## src/rtl/parking_slot_if.sv

```systemverilog
// Request/response bundle between the gate controller and the parking slot manager.
// The gate controller is the master; the slot manager is the slave.
interface parking_slot_if #(
  parameter int SLOTS = 8,
  parameter int CNT_W = 4
);
  logic             park_req;
  logic             park_auto;
  logic [SLOTS-1:0] park_loc;
  logic             leave_req;
  logic [SLOTS-1:0] leave_loc;

  logic [SLOTS-1:0] occupancy;
  logic [CNT_W-1:0] free_count;
  logic             full;
  logic             empty;
  logic             park_ack;
  logic [SLOTS-1:0] park_slot;
  logic             park_err;
  logic [1:0]       park_err_code;
  logic             leave_ack;
  logic             leave_err;
  logic [1:0]       leave_err_code;

  modport master (
    output park_req, park_auto, park_loc, leave_req, leave_loc,
    input  occupancy, free_count, full, empty,
           park_ack, park_slot, park_err, park_err_code,
           leave_ack, leave_err, leave_err_code
  );

  modport slave (
    input  park_req, park_auto, park_loc, leave_req, leave_loc,
    output occupancy, free_count, full, empty,
           park_ack, park_slot, park_err, park_err_code,
           leave_ack, leave_err, leave_err_code
  );
endinterface

```

## src/rtl/parking_slot_manager.sv

```systemverilog
// Registered slot occupancy tracker: accepts one park and one leave per cycle,
// allocates manually or to the lowest free slot, and pulses ack/err responses.
module parking_slot_manager #(
  parameter int SLOTS = 8,
  parameter int CNT_W = 4
) (
  input logic           clk,
  input logic           rst_n,
  parking_slot_if.slave ps
);

  typedef enum logic [1:0] {
    PERR_NONE     = 2'b00,
    PERR_BAD_LOC  = 2'b01,
    PERR_OCCUPIED = 2'b10,
    PERR_FULL     = 2'b11
  } park_err_e;

  typedef enum logic [1:0] {
    LERR_NONE         = 2'b00,
    LERR_BAD_LOC      = 2'b01,
    LERR_ALREADY_FREE = 2'b10
  } leave_err_e;

  logic [SLOTS-1:0] occ_q;
  logic [CNT_W-1:0] free_q;
  logic             park_ack_q;
  logic [SLOTS-1:0] park_slot_q;
  park_err_e        park_code_q;
  logic             leave_ack_q;
  leave_err_e       leave_code_q;

  logic [SLOTS-1:0] free_map;
  logic [SLOTS-1:0] auto_bit;
  logic [SLOTS-1:0] park_bit;
  logic [SLOTS-1:0] leave_bit;
  park_err_e        park_code;
  leave_err_e       leave_code;
  logic             park_ok;
  logic             leave_ok;

  function automatic logic is_onehot(input logic [SLOTS-1:0] v);
    return (v != '0) && ((v & (v - SLOTS'(1))) == '0);
  endfunction

  // x & -x isolates the lowest set bit, i.e. the lowest-index free slot.
  assign free_map = ~occ_q;
  assign auto_bit = free_map & (~free_map + SLOTS'(1));

  // NOTE: every always_comb output gets a default first so no path leaves it unassigned (no latch).
  always_comb begin
    park_bit   = '0;
    park_code  = PERR_NONE;
    leave_bit  = '0;
    leave_code = LERR_NONE;

    if (ps.park_req) begin
      if (ps.park_auto) begin
        if (free_q == '0) park_code = PERR_FULL;
        else              park_bit  = auto_bit;
      end else if (!is_onehot(ps.park_loc)) begin
        park_code = PERR_BAD_LOC;
      end else if ((occ_q & ps.park_loc) != '0) begin
        park_code = PERR_OCCUPIED;
      end else begin
        park_bit = ps.park_loc;
      end
    end

    if (ps.leave_req) begin
      if (!is_onehot(ps.leave_loc))                leave_code = LERR_BAD_LOC;
      else if ((occ_q & ps.leave_loc) == '0)       leave_code = LERR_ALREADY_FREE;
      else                                         leave_bit  = ps.leave_loc;
    end
  end

  assign park_ok  = |park_bit;
  assign leave_ok = |leave_bit;

  // Both decisions use pre-edge state, so a park into a slot being vacated
  // this cycle is still seen as occupied.
  // NOTE: sequential state uses non-blocking assignments so every register samples pre-edge values.
  always_ff @(posedge clk) begin
    if (!rst_n) begin
      occ_q        <= '0;
      free_q       <= CNT_W'(SLOTS);
      park_ack_q   <= 1'b0;
      park_slot_q  <= '0;
      park_code_q  <= PERR_NONE;
      leave_ack_q  <= 1'b0;
      leave_code_q <= LERR_NONE;
    end else begin
      occ_q        <= (occ_q & ~leave_bit) | park_bit;
      free_q       <= free_q - CNT_W'(park_ok) + CNT_W'(leave_ok);
      park_ack_q   <= park_ok;
      park_slot_q  <= park_bit;
      park_code_q  <= park_code;
      leave_ack_q  <= leave_ok;
      leave_code_q <= leave_code;
    end
  end

  assign ps.occupancy      = occ_q;
  assign ps.free_count     = free_q;
  assign ps.full           = (free_q == '0);
  assign ps.empty          = (free_q == CNT_W'(SLOTS));
  assign ps.park_ack       = park_ack_q;
  assign ps.park_slot      = park_slot_q;
  assign ps.park_err       = (park_code_q != PERR_NONE);
  assign ps.park_err_code  = park_code_q;
  assign ps.leave_ack      = leave_ack_q;
  assign ps.leave_err      = (leave_code_q != LERR_NONE);
  assign ps.leave_err_code = leave_code_q;

endmodule

```

## src/flat_wrapper.sv

```systemverilog
// flat-port wrapper written by rule: the top's interface ports become plain ports
module parking_slot_manager_flat 
#(
  parameter int SLOTS = 8,
  parameter int CNT_W = 4
)
  (clk, rst_n, ps_park_req, ps_park_auto, ps_park_loc, ps_leave_req, ps_leave_loc, ps_occupancy, ps_free_count, ps_full, ps_empty, ps_park_ack, ps_park_slot, ps_park_err, ps_park_err_code, ps_leave_ack, ps_leave_err, ps_leave_err_code);
  parking_slot_if #(.SLOTS(SLOTS), .CNT_W(CNT_W)) ps_i ();
  input logic clk;
  input logic rst_n;
  input wire logic [$bits(ps_i.park_req)-1:0] ps_park_req;
  input wire logic [$bits(ps_i.park_auto)-1:0] ps_park_auto;
  input wire logic [$bits(ps_i.park_loc)-1:0] ps_park_loc;
  input wire logic [$bits(ps_i.leave_req)-1:0] ps_leave_req;
  input wire logic [$bits(ps_i.leave_loc)-1:0] ps_leave_loc;
  output wire logic [$bits(ps_i.occupancy)-1:0] ps_occupancy;
  output wire logic [$bits(ps_i.free_count)-1:0] ps_free_count;
  output wire logic [$bits(ps_i.full)-1:0] ps_full;
  output wire logic [$bits(ps_i.empty)-1:0] ps_empty;
  output wire logic [$bits(ps_i.park_ack)-1:0] ps_park_ack;
  output wire logic [$bits(ps_i.park_slot)-1:0] ps_park_slot;
  output wire logic [$bits(ps_i.park_err)-1:0] ps_park_err;
  output wire logic [$bits(ps_i.park_err_code)-1:0] ps_park_err_code;
  output wire logic [$bits(ps_i.leave_ack)-1:0] ps_leave_ack;
  output wire logic [$bits(ps_i.leave_err)-1:0] ps_leave_err;
  output wire logic [$bits(ps_i.leave_err_code)-1:0] ps_leave_err_code;
  assign ps_i.park_req = ps_park_req;
  assign ps_i.park_auto = ps_park_auto;
  assign ps_i.park_loc = ps_park_loc;
  assign ps_i.leave_req = ps_leave_req;
  assign ps_i.leave_loc = ps_leave_loc;
  assign ps_occupancy = ps_i.occupancy;
  assign ps_free_count = ps_i.free_count;
  assign ps_full = ps_i.full;
  assign ps_empty = ps_i.empty;
  assign ps_park_ack = ps_i.park_ack;
  assign ps_park_slot = ps_i.park_slot;
  assign ps_park_err = ps_i.park_err;
  assign ps_park_err_code = ps_i.park_err_code;
  assign ps_leave_ack = ps_i.leave_ack;
  assign ps_leave_err = ps_i.leave_err;
  assign ps_leave_err_code = ps_i.leave_err_code;
  parking_slot_manager #(.SLOTS(SLOTS), .CNT_W(CNT_W)) u_core (.clk(clk), .rst_n(rst_n), .ps(ps_i));
endmodule
```

## config.mk

```make
export PLATFORM = sky130hd
export DESIGN_NAME = parking_slot_manager_flat
export DESIGN_NICKNAME = d
export VERILOG_FILES = /design/src/rtl/parking_slot_if.sv /design/src/rtl/parking_slot_manager.sv /design/src/flat_wrapper.sv
export SDC_FILE = /design/constraint.sdc
export NUM_CORES = 1
export LEC_CHECK = 0
export BUFFER_PORTS_ARGS = -buffer_cell sky130_fd_sc_hd__clkbuf_2
export CAP_MARGIN = 20
export CORE_MARGIN = 8
export CORE_UTILIZATION = 55
export CTS_CLUSTER_DIAMETER = 30
export DETAILED_ROUTE_END_ITERATION = 6
export PLACE_DENSITY = 0.95
export SLEW_MARGIN = 20
export SYNTH_ARGS = -nofsm -noshare
export SYNTH_HDL_FRONTEND = slang
export SYNTH_SLANG_ARGS = --single-unit
```

## constraint.sdc

```tcl
create_clock -name clk -period 8.5 [get_ports clk]
set_input_delay 0.425 -clock clk [delete_from_list [all_inputs] [get_ports clk]]
set_output_delay 0.425 -clock clk [all_outputs]
set_load 0.01 [all_outputs]
```

==> results of run 1 <==
==> report_power, final <==
part           switching [mW]  internal (mW)
registers             0.00984          0.132
clock network          0.0360         0.0262
logic                  0.0710         0.0518
==> cells in the final DEF (no fill, tap or decap), types with 2 or more instances in the layout <==
| cell type | netlist | layout |
|---|---|---|
| a22o_1 | 4 | 4 |
| ha_1 | 6 | 6 |
| a31o_1 | 4 | 4 |
| nor3b_1 | 4 | 4 |
| a21o_1 | 2 | 2 |
| or2_2 | 2 | 2 |
| o31ai_1 | 2 | 2 |
| a211oi_1 | 2 | 2 |
| o21bai_1 | 2 | 2 |
| nand4_1 | 6 | 6 |
| and3_1 | 2 | 2 |
| and2_1 | 4 | 4 |
| clkbuf_4 | 0 | 3 |
| a22oi_1 | 4 | 4 |
| nor4_1 | 4 | 4 |
| xnor2_1 | 2 | 2 |
| a21oi_1 | 11 | 11 |
| dfxtp_1 | 26 | 26 |
| inv_1 | 11 | 11 |
| clkbuf_2 | 0 | 50 |
| nor2_1 | 12 | 12 |
| nand2_1 | 16 | 16 |
| or3_1 | 6 | 6 |
| o21ai_0 | 5 | 5 |
| nand2b_1 | 3 | 3 |
| a31oi_1 | 4 | 4 |
| nand3_1 | 7 | 7 |
| nor3_1 | 12 | 12 |
| a41o_1 | 3 | 3 |
| o21a_1 | 3 | 3 |
==> critical path: cells and delay by family, from the launching register on <==
kind,cells,cell delay (ps)
AOI/OAI and AO/OA,4,630
xor gates and xnor gates,1,150
adders and majority gates,3,660
buffers and inverters,2,120
DFF,1,350
and+or+nand+nor,5,1330
==> layout make-up <==
class	count	area, um^2	area share [%]
multi-input cells	155	1060	54.3
clock buffers	4	36.3	1.86
repair buffers	50	250	12.9
flip-flops and latches	26	520	26.8
well taps	33	41.3	2.12
inverters	11	41.3	2.12
==> stage by stage <==
step           util, %  std cells
2_1_floorplan        -        205
3_3_place_gp      63.6        275
3_5_place_dp      63.6        275
4_1_cts           64.8        279
5_1_grt           64.8        279
6_report          64.8        279
==> registers in the layout, indices dropped and copies added, names as in the netlist <==
| signal | flops |
|---|---|
| u_core.ps.occupancy | 8 |
| u_core.ps.park_slot | 8 |
| u_core.ps.free_count | 4 |
| u_core.ps.leave_err_code | 2 |
| u_core.ps.park_err_code | 2 |
| u_core.ps.leave_ack | 1 |
| u_core.ps.park_ack | 1 |
==> layer usage <==
layer | vias up | GRT usage [%] | wire length, um
met1 | 823 | 22.0 | 1870
met3 | 16 | 3.91 | 462
li1 | 855 | - | -
met4 | 0 | 9.30 | 140
met5 | - | 0 | 0
met2 | 103 | 28.7 | 2060
==> how the worst max path moves through the flow <==
stage / endpoint / slack (ps)
after global routing: u_core.ps.free_count[3] / 4970
after floorplan: u_core.ps.free_count[3] / 5370
final: u_core.ps.free_count[3] / 5160
after detailed placement: u_core.ps.free_count[3] / 5200
after CTS: u_core.ps.free_count[3] / 5200
after global placement: u_core.ps.free_count[3] / 5300
==> logic make-up after synthesis <==
group                    Yosys count  share of synthesized area [%]
adder cells (fa/ha/maj)            8                           6.20
flip-flops                        26                           30.7
buffers and inverters             24                           6.94
AND/OR/NAND/NOR                   85                           28.2
AO/OA/AOI/OAI                     59                           26.4
XOR/XNOR                           3                           1.55
==> reports/results.txt, run 1 <==
Setup crit start -> u_core.ps.free_count[2]
htree depth -> 1
DRT Pass-1 Iters -> 4
TritonCTS clock tree -> built
Top-Level Pins -> 51
syn_nets -> 233
Synth area leaders -> dfxtp_1, ha_1, nor3_1, nand2_1, a21oi_1
WL/cell -> 16.2 um
VDD IR-drop max -> 0.0655 mV
starting density of the core -> 56.4%
initial antenna violation count -> 0
first-pass GRT wire length -> 7680 um
filler cell count -> 275
post_cts resized -> 0
DP Area -> 0.00191 mm^2
clock tree buffer depth -> 2
Tightest Pin Transition -> 893 ps
RR Endpoint -> u_core.ps.free_count[3]
Mapped Area -> 0.00169 mm^2
reg2reg path depth -> 15
die width -> 71.5 um
R2R Path Start -> u_core.ps.free_count[2]
global placement routability congestion -> 0.902
Synth Warn # -> 0
Area Growth Syn to Fin -> 14.8%
PortBufs -> 50
design area -> 0.00195 mm^2
Worst-Skew Late Latency -> 320 ps
min-delay src -> rst_n
Inserted Clock Buffers -> 3
Vias/cell -> 6.44
die area -> 0.00511 mm^2
Max Fanout on Critical Path -> 6
leading area contributor after synthesis -> dfxtp_1
Final Routed Wirelength -> 4530 um
total grt overflow -> 0
Synth top area share -> 30.7%
final setup fails -> 0
Inserted Diodes -> 0
Post-synth EDFFs -> 0
final hold vios -> 0
highest cell delay on the worst timing path -> 600 ps
startpoint types -> flop
crit path kind -> reg2reg
highest-delay cell along the critical path -> or4_1
R2R Setup Slk -> 5160 ps
CTS Sinks -> 26
DRC -> 0
outcome -> complete, no violations
Slew Limit Headroom -> 40.2%
max cap viols -> 0
P_leak -> 0.812 nW
DIE HEIGHT -> 71.5 um
Post-DP HPWL -> 3600 um
endpoint class of the critical path -> flop
setup ws final -> 5160 ps
power density of the placed cells -> 168 mW/mm^2
CTS Root Cell -> clkbuf_4
crit path DAT -> 3550 ps
clk_skew -> 4.34 ps
Detail Route Antenna Nets -> 0
Core ar. -> 0.00300 mm^2
dpl ws -> 5200 ps
fmax -> 300 MHz
sequential fraction of the synthesis area -> 30.7%
unrepaired setup endpoints after global routing -> no
post-CTS setup buffer count -> 0
post-synthesis register bit count -> 26
Post-synth top cells -> dfxtp_1, nand2_1, nor2_1, nor3_1
post-cts hold buffer count -> 0
top-count cell post-synth -> dfxtp_1
setup_tns -> 0 ps
post-synthesis cell count -> 205
Cell variety after synth -> 55
Clock transition at path regs -> 140 ps
share of cells above drive strength 1 -> 26.0%
fin. max-slew vios -> 0
WP data required -> 8720 ps
DR vias -> 1797
final hold slack -> 448 ps
first-iteration detailed-routing DRC count -> 183
# rows -> 20
vias in the first global route -> 1679
largest net degree at the start of global routing -> 15
CP cell instances -> inv_1 > ha_1 > nor3b_1 > or4_1 > a31oi_1 > o21bai_1 > or3_1 > nand3_1 > ha_1 > inv_1 > ha_1 > a21o_1 > a21oi_1 > xnor2_1 > nand2_1
most frequent CP cell -> ha_1
worst hold path type -> in2reg
GRT Util Overall -> 18.0%
FFs w/ async S/R, synth -> 0%
NumNets Final -> 275
min Tclk post-route -> 3340 ps
Overall Power -> 327 uW
Top FF cell, synth -> dfxtp_1
Mapped Avg Cell Area -> 8.26 um^2
Final period util -> 39.3%
hold depth -> 2
Worst Hold Path EP -> u_core.ps.free_count[3]
No activity file was read; power rests on OpenSTA's default activity.
==> run 2: changes to the inputs <==
ABC_AREA = 1   (was unset)
CORE_UTILIZATION = 47   (was 55)
PLACE_DENSITY = 0.87   (was 0.95)
clock period = 2.7 ns   (was 8.5 ns; I/O delays follow)
==> run 2 against run 1 <==
Effect of this change: clock power increased to 5.1 times the previous value; hold slack got worse by 350 ps; global-route usage decreased by 1.6 points; final cell count increased by 39%; combinational power increased to 4.6 times the previous value; synthesized cell count increased by 39%; clock-buffer cell count decreased by 1; largest cell class unchanged; highest routed layer unchanged.
==> reports/results.txt, run 2 <==
outcome -> complete, no violations
setup ws final -> 18.8 ps
htree depth -> 1
final hold vios -> 0
GRT Util Overall -> 16.4%
NumNets Final -> 369
WL met2 -> 2420 um
power density of the placed cells -> 595 mW/mm^2
Inserted Diodes -> 0
total grt overflow -> 0
WP data required -> 2840 ps
vias in the first global route -> 1897
leading area contributor after synthesis -> dfxtp_1
most frequent cells in the layout -> nand2_1, clkbuf_2, nor2_1
post-synthesis register bit count -> 26
share of cells above drive strength 1 -> 34.7%
global placement routability congestion -> 0.956
Slew Limit Headroom -> 56.9%
first-pass GRT wire length -> 8260 um
DIE HEIGHT -> 76.8 um
starting density of the core -> 48.1%
unrepaired setup endpoints after global routing -> yes
Final Routed Wirelength -> 5190 um
DRC -> 0
crit path DAT -> 2820 ps
first-iteration detailed-routing DRC count -> 194
clk_skew -> 6.46 ps
Mapped Avg Cell Area -> 6.11 um^2
syn_nets -> 312
Cell variety after synth -> 29
highest-delay cell along the critical path -> fa_2
Post-synth EDFFs -> 0
Clk network pwr share -> 23.7%
setup_tns -> 0 ps
Top FF cell, synth -> dfxtp_1
Final period util -> 99.3%
WL/cell -> 13.4 um
fin util -> 62.9%
logic gate share of total power -> 42.4%
DR vias -> 1966
Detail Route Antenna Nets -> 0
largest net degree at the start of global routing -> 22
Synth Warn # -> 0
top-count cell post-synth -> nand2_1
Int Power -> 862 uW
die area -> 0.00589 mm^2
max cap viols -> 0
initial antenna violation count -> 0
P_leak -> 1.15 nW
post-synthesis cell count -> 284
Synth area leaders -> dfxtp_1, nand2_1, nor2_1, inv_1, nand3_1
Worst path top cell family by delay -> adder cells
Clock transition at path regs -> 90 ps
PortBufs -> 50
Tightest Pin Transition -> 646 ps
VDD IR-drop max -> 0.341 mV
sw frac -> 36.0%
Mapped Area -> 0.00174 mm^2
Area Growth Syn to Fin -> 30.6%
highest cell delay on the worst timing path -> 510 ps
sequential fraction of the synthesis area -> 30.0%
DP Area -> 0.00204 mm^2
Worst-Skew Late Latency -> 270 ps
R2R Setup Slk -> 20 ps
Buf+Inv Stages, Crit Path -> 5
M1 wire length -> 2160 um
Synth top area share -> 30.0%
sw power -> 486 uW
FFs w/ async S/R, synth -> 0%
CP cell instances -> inv_2 > ha_4 > nand4_1 > buf_4 > nand3_4 > a21oi_4 > o21ai_1 > nand2_1 > nor2_2 > inv_2 > ha_4 > inv_2 > ha_4 > inv_4 > fa_2 > nor2_1
DRT Pass-1 Iters -> 4
Post-synth top cells -> nand2_1, nor2_1, inv_1
# rows -> 22
fmax -> 373 MHz
endpoint class of the critical path -> flop
Max Fanout on Critical Path -> 3
min Tclk post-route -> 2680 ps
Top Layer Used -> met4
Top-Level Pins -> 51
crit path kind -> reg2reg
Core ar. -> 0.00361 mm^2
die width -> 76.8 um
design area -> 0.00227 mm^2
worst hold path type -> in2reg
Inserted Clock Buffers -> 3
startpoint types -> flop
CTS Root Cell -> clkbuf_8
Routed met3 length -> 468 um
Seq pwr share -> 33.9%
CTS Sinks -> 26
dpl ws -> -42.5 ps
clock tree buffer depth -> 2
Post-DP HPWL -> 3800 um
Vias/cell -> 5.07
TritonCTS clock tree -> built
final setup fails -> 0
fin. max-slew vios -> 0
filler cell count -> 317
commonest non-fill, non-tap cell in the layout -> nand2_1
[run 2: cell types whose count changed after synthesis, moves of 7 or more]
cell	delta
inv_1	+24
nand2_1	+65
nand3_1	+15
nor2_1	+29
nor2_2	+7
nor3_1	-12
o21ai_1	+12
[run 2: worst paths after layout]
| path | cells after the start | to | from |
|---|---|---|---|
| max | 16 | u_core.ps.free_count[1] | u_core.ps.free_count[2] |
| min | 3 | u_core.ps.leave_err_code[0] | ps_leave_req |
| max reg2reg | 16 | u_core.ps.free_count[1] | u_core.ps.free_count[2] |
| min reg2reg | 2 | u_core.ps.occupancy[6] | u_core.ps.occupancy[6] |
[run 2: per-stage QoR]
step | power, mW | cells | hold slack [ps]
6_report | 1.35 | 388 | 97.4
4_1_cts | 1.23 | 385 | 101
3_5_place_dp | 0.898 | 380 | 393
2_1_floorplan | 0.746 | 284 | 251
5_1_grt | 1.44 | 388 | 97.7
3_3_place_gp | 0.886 | 380 | 397
[run 2: cell families (layout without fill, tap and decap cells)]
group	count (synthesis)	count (layout)	synth area share [%]
simple gates	164	164	40.6
buf+inv	48	104	11.5
compound gates	38	38	11.9
fa+ha+maj	7	7	5.48
xor+xnor	1	1	0.505
flops	26	26	30.0
[run 2: cell type report]
| type | count | area (um^2) | share of cell area (%) |
|---|---|---|---|
| tap | 48 | 60.1 | 2.65 |
| timing repair buffer | 59 | 318 | 14.0 |
| clock buffer | 3 | 41.3 | 1.82 |
| inverter | 41 | 156 | 6.90 |
| sequential | 26 | 529 | 23.3 |
| multi-input combinational | 210 | 1130 | 49.9 |
| clock inverter | 1 | 30.0 | 1.32 |
[run 2: worst min-delay path: stages]
cell	delay (ps)
clkbuf_2	90
nand2_1	70
a21oi_1	40
[run 2: power groups by stage]
stage	combinational (mW)	clock [mW]	sequential [mW]
after floorplan	0.268	0	0.478
after global placement	0.430	0	0.456
after detailed placement	0.441	0	0.458
after CTS	0.460	0.325	0.450
after global routing	0.635	0.342	0.461
final	0.571	0.320	0.457
[run 2: metal layers]
layer	track usage (%)	vias to the layer above
met1	18.9	866
met5	0	-
met3	3.96	18
met2	28.3	87
li1	-	995
met4	6.35	0
[run 2: what timing repair did]
action | 4_1_cts | 5_1_grt
gates cloned | 0 | 0
resized for setup | 6 | 38
hold buffers | 0 | 0
setup endpoints to repair | 3 | 3
setup buffers | 1 | 3
pin swaps | 2 | 12
==> run 3: changes to the inputs <==
ABC_AREA = unset   (was 1)
CORE_UTILIZATION = 36   (was 47)
PLACE_DENSITY = 0.72   (was 0.87)
==> run 3 against run 2 <==
Effect of this change: the run now ends with negative setup slack left; global-route usage decreased by 1.2 points; via count down 0.86%; final cell count decreased by 9.3%; utilization shrank 9.1 points; critical path depth fell by 1; sequential share of layout area is 2.3 points lower; clock skew down 0.52 ps; sequential power shrank 2%; register-to-register slack lost 290 ps; worst setup slack got worse by 290 ps; critical path type unchanged; critical endpoint is now u_core.ps.free_count[3]; largest cell class unchanged; highest routed layer unchanged.
==> reports/results.txt, run 3 (synthesis gave the netlist of run 1 again) <==
global placement routability congestion -> 1.02
setup ws final -> -271 ps
final hold vios -> 0
Cells after DPL -> 346
Inserted Clock Buffers -> 3
CTS Sinks -> 26
commonest non-fill, non-tap cell in the layout -> buf_4
R2R Path Start -> u_core.ps.free_count[3]
setup_tns -> -754 ps
CTS Root Cell -> clkbuf_8
fin. max-slew vios -> 0
WL/cell -> 16.1 um
WP data required -> 2850 ps
Top-Level Pins -> 51
crit path kind -> reg2reg
Setup crit start -> u_core.ps.free_count[3]
endpoint class of the critical path -> flop
die area -> 0.00716 mm^2
DRT Pass-1 Iters -> 4
Tightest Pin Transition -> 416 ps
power density of the placed cells -> 504 mW/mm^2
outcome -> finished with violations
most frequent cells in the layout -> buf_4, clkbuf_2, dfxtp_1
min Tclk post-route -> 2970 ps
Vias/cell -> 5.54
NumNets Final -> 327
initial antenna violation count -> 0
Worst-Skew Late Latency -> 260 ps
Core ar. -> 0.00463 mm^2
crit path DAT -> 3120 ps
clk_skew -> 5.94 ps
area of the multi-input gates -> 0.00116 mm^2
final non-filler cell total -> 352
VDD IR-drop max -> 0.206 mV
first-pass GRT wire length -> 8980 um
final setup fails -> 3
Clock transition at path regs -> 90 ps
fmax -> 337 MHz
die width -> 84.6 um
max cap viols -> 0
share of cells above drive strength 1 -> 45.3%
GRT Util Overall -> 15.2%
min-delay src -> ps_leave_req
TritonCTS clock tree -> built
DRC -> 0
worst hold path type -> in2reg
Detail Route Antenna Nets -> 0
DR vias -> 1949
PortBufs -> 50
Post-DP HPWL -> 4560 um
total grt overflow -> 0
Overall Power -> 1.26 mW
# rows -> 25
Final Routed Wirelength -> 5660 um
fin util -> 53.8%
P_leak -> 1.09 nW
clock tree buffer depth -> 2
largest net degree at the start of global routing -> 15
DIE HEIGHT -> 84.6 um
Register Area -> 524 um^2
starting density of the core -> 36.6%
first-iteration detailed-routing DRC count -> 136
vias in the first global route -> 1857
unrepaired setup endpoints after global routing -> yes
Max Fanout on Critical Path -> 2
post-cts hold buffer count -> 0
Inserted Diodes -> 0
startpoint types -> flop
DP Area -> 0.00237 mm^2
Final period util -> 110%
filler cell count -> 411
failing checks -> negative setup slack
htree depth -> 1
design area -> 0.00249 mm^2
Slew Limit Headroom -> 72.1%
Area Growth Syn to Fin -> 47.0%
## run 3: critical path, stage by stage (launching register included)
cell and delay, ps:
dfxtp_2 350, inv_2 40, ha_4 140, nor3b_4 140
or4_4 440, a31oi_4 170, o21bai_1 110, or3_4 400
nand3_4 80, ha_4 150, inv_4 40, ha_4 220
a21o_1 190, a21oi_2 170, xnor2_1 130, nand2_1 70
## run 3: final timing paths
kind	endpoint	slack [ps]	depth (start not counted)
worst max-delay path	u_core.ps.free_count[3]	-270	15
worst min-delay path	u_core.ps.leave_err_code[0]	210	3
worst max register to register	u_core.ps.free_count[3]	-270	15
worst min register to register	u_core.ps.occupancy[2]	580	1
## run 3: area by class of cell
type | count | area share, %
multi-input combinational | 155 | 46.6
timing repair buffer | 102 | 25.7
sequential | 26 | 21.0
tap | 54 | 2.71
clock buffer | 4 | 2.21
inverter | 11 | 1.76
## run 3: where the power goes
group	switching [mW]	internal [mW]
combinational	0.282	0.277
clock	0.119	0.130
sequential	0.0270	0.420
total	0.428	0.827
## run 3: timing repair
| item | 4_1_cts | 5_1_grt |
|---|---|---|
| pin swaps | 8 | 11 |
| setup endpoints to repair | 3 | 3 |
| gates cloned | 0 | 0 |
| buffers inserted | 1 | 1 |
| gates resized for setup | 4 | 5 |
## run 3: per-stage QoR
stage / setup WS (ps) / hold slack [ps]
detailed placement: -384 / 491
floorplan: -296 / 339
finish: -271 / 213
global placement: -258 / 488
global route: -315 / 235
CTS: -213 / 207
## run 3: routing by layer
metal  global-route usage (%)  vias up  wire length (um)
met2                     25.1       85              2600
met3                     3.12       10               429
met1                     18.8      900              2510
met5                        0        -                 0
met4                     5.83        0               119
li1                         -      954                 -
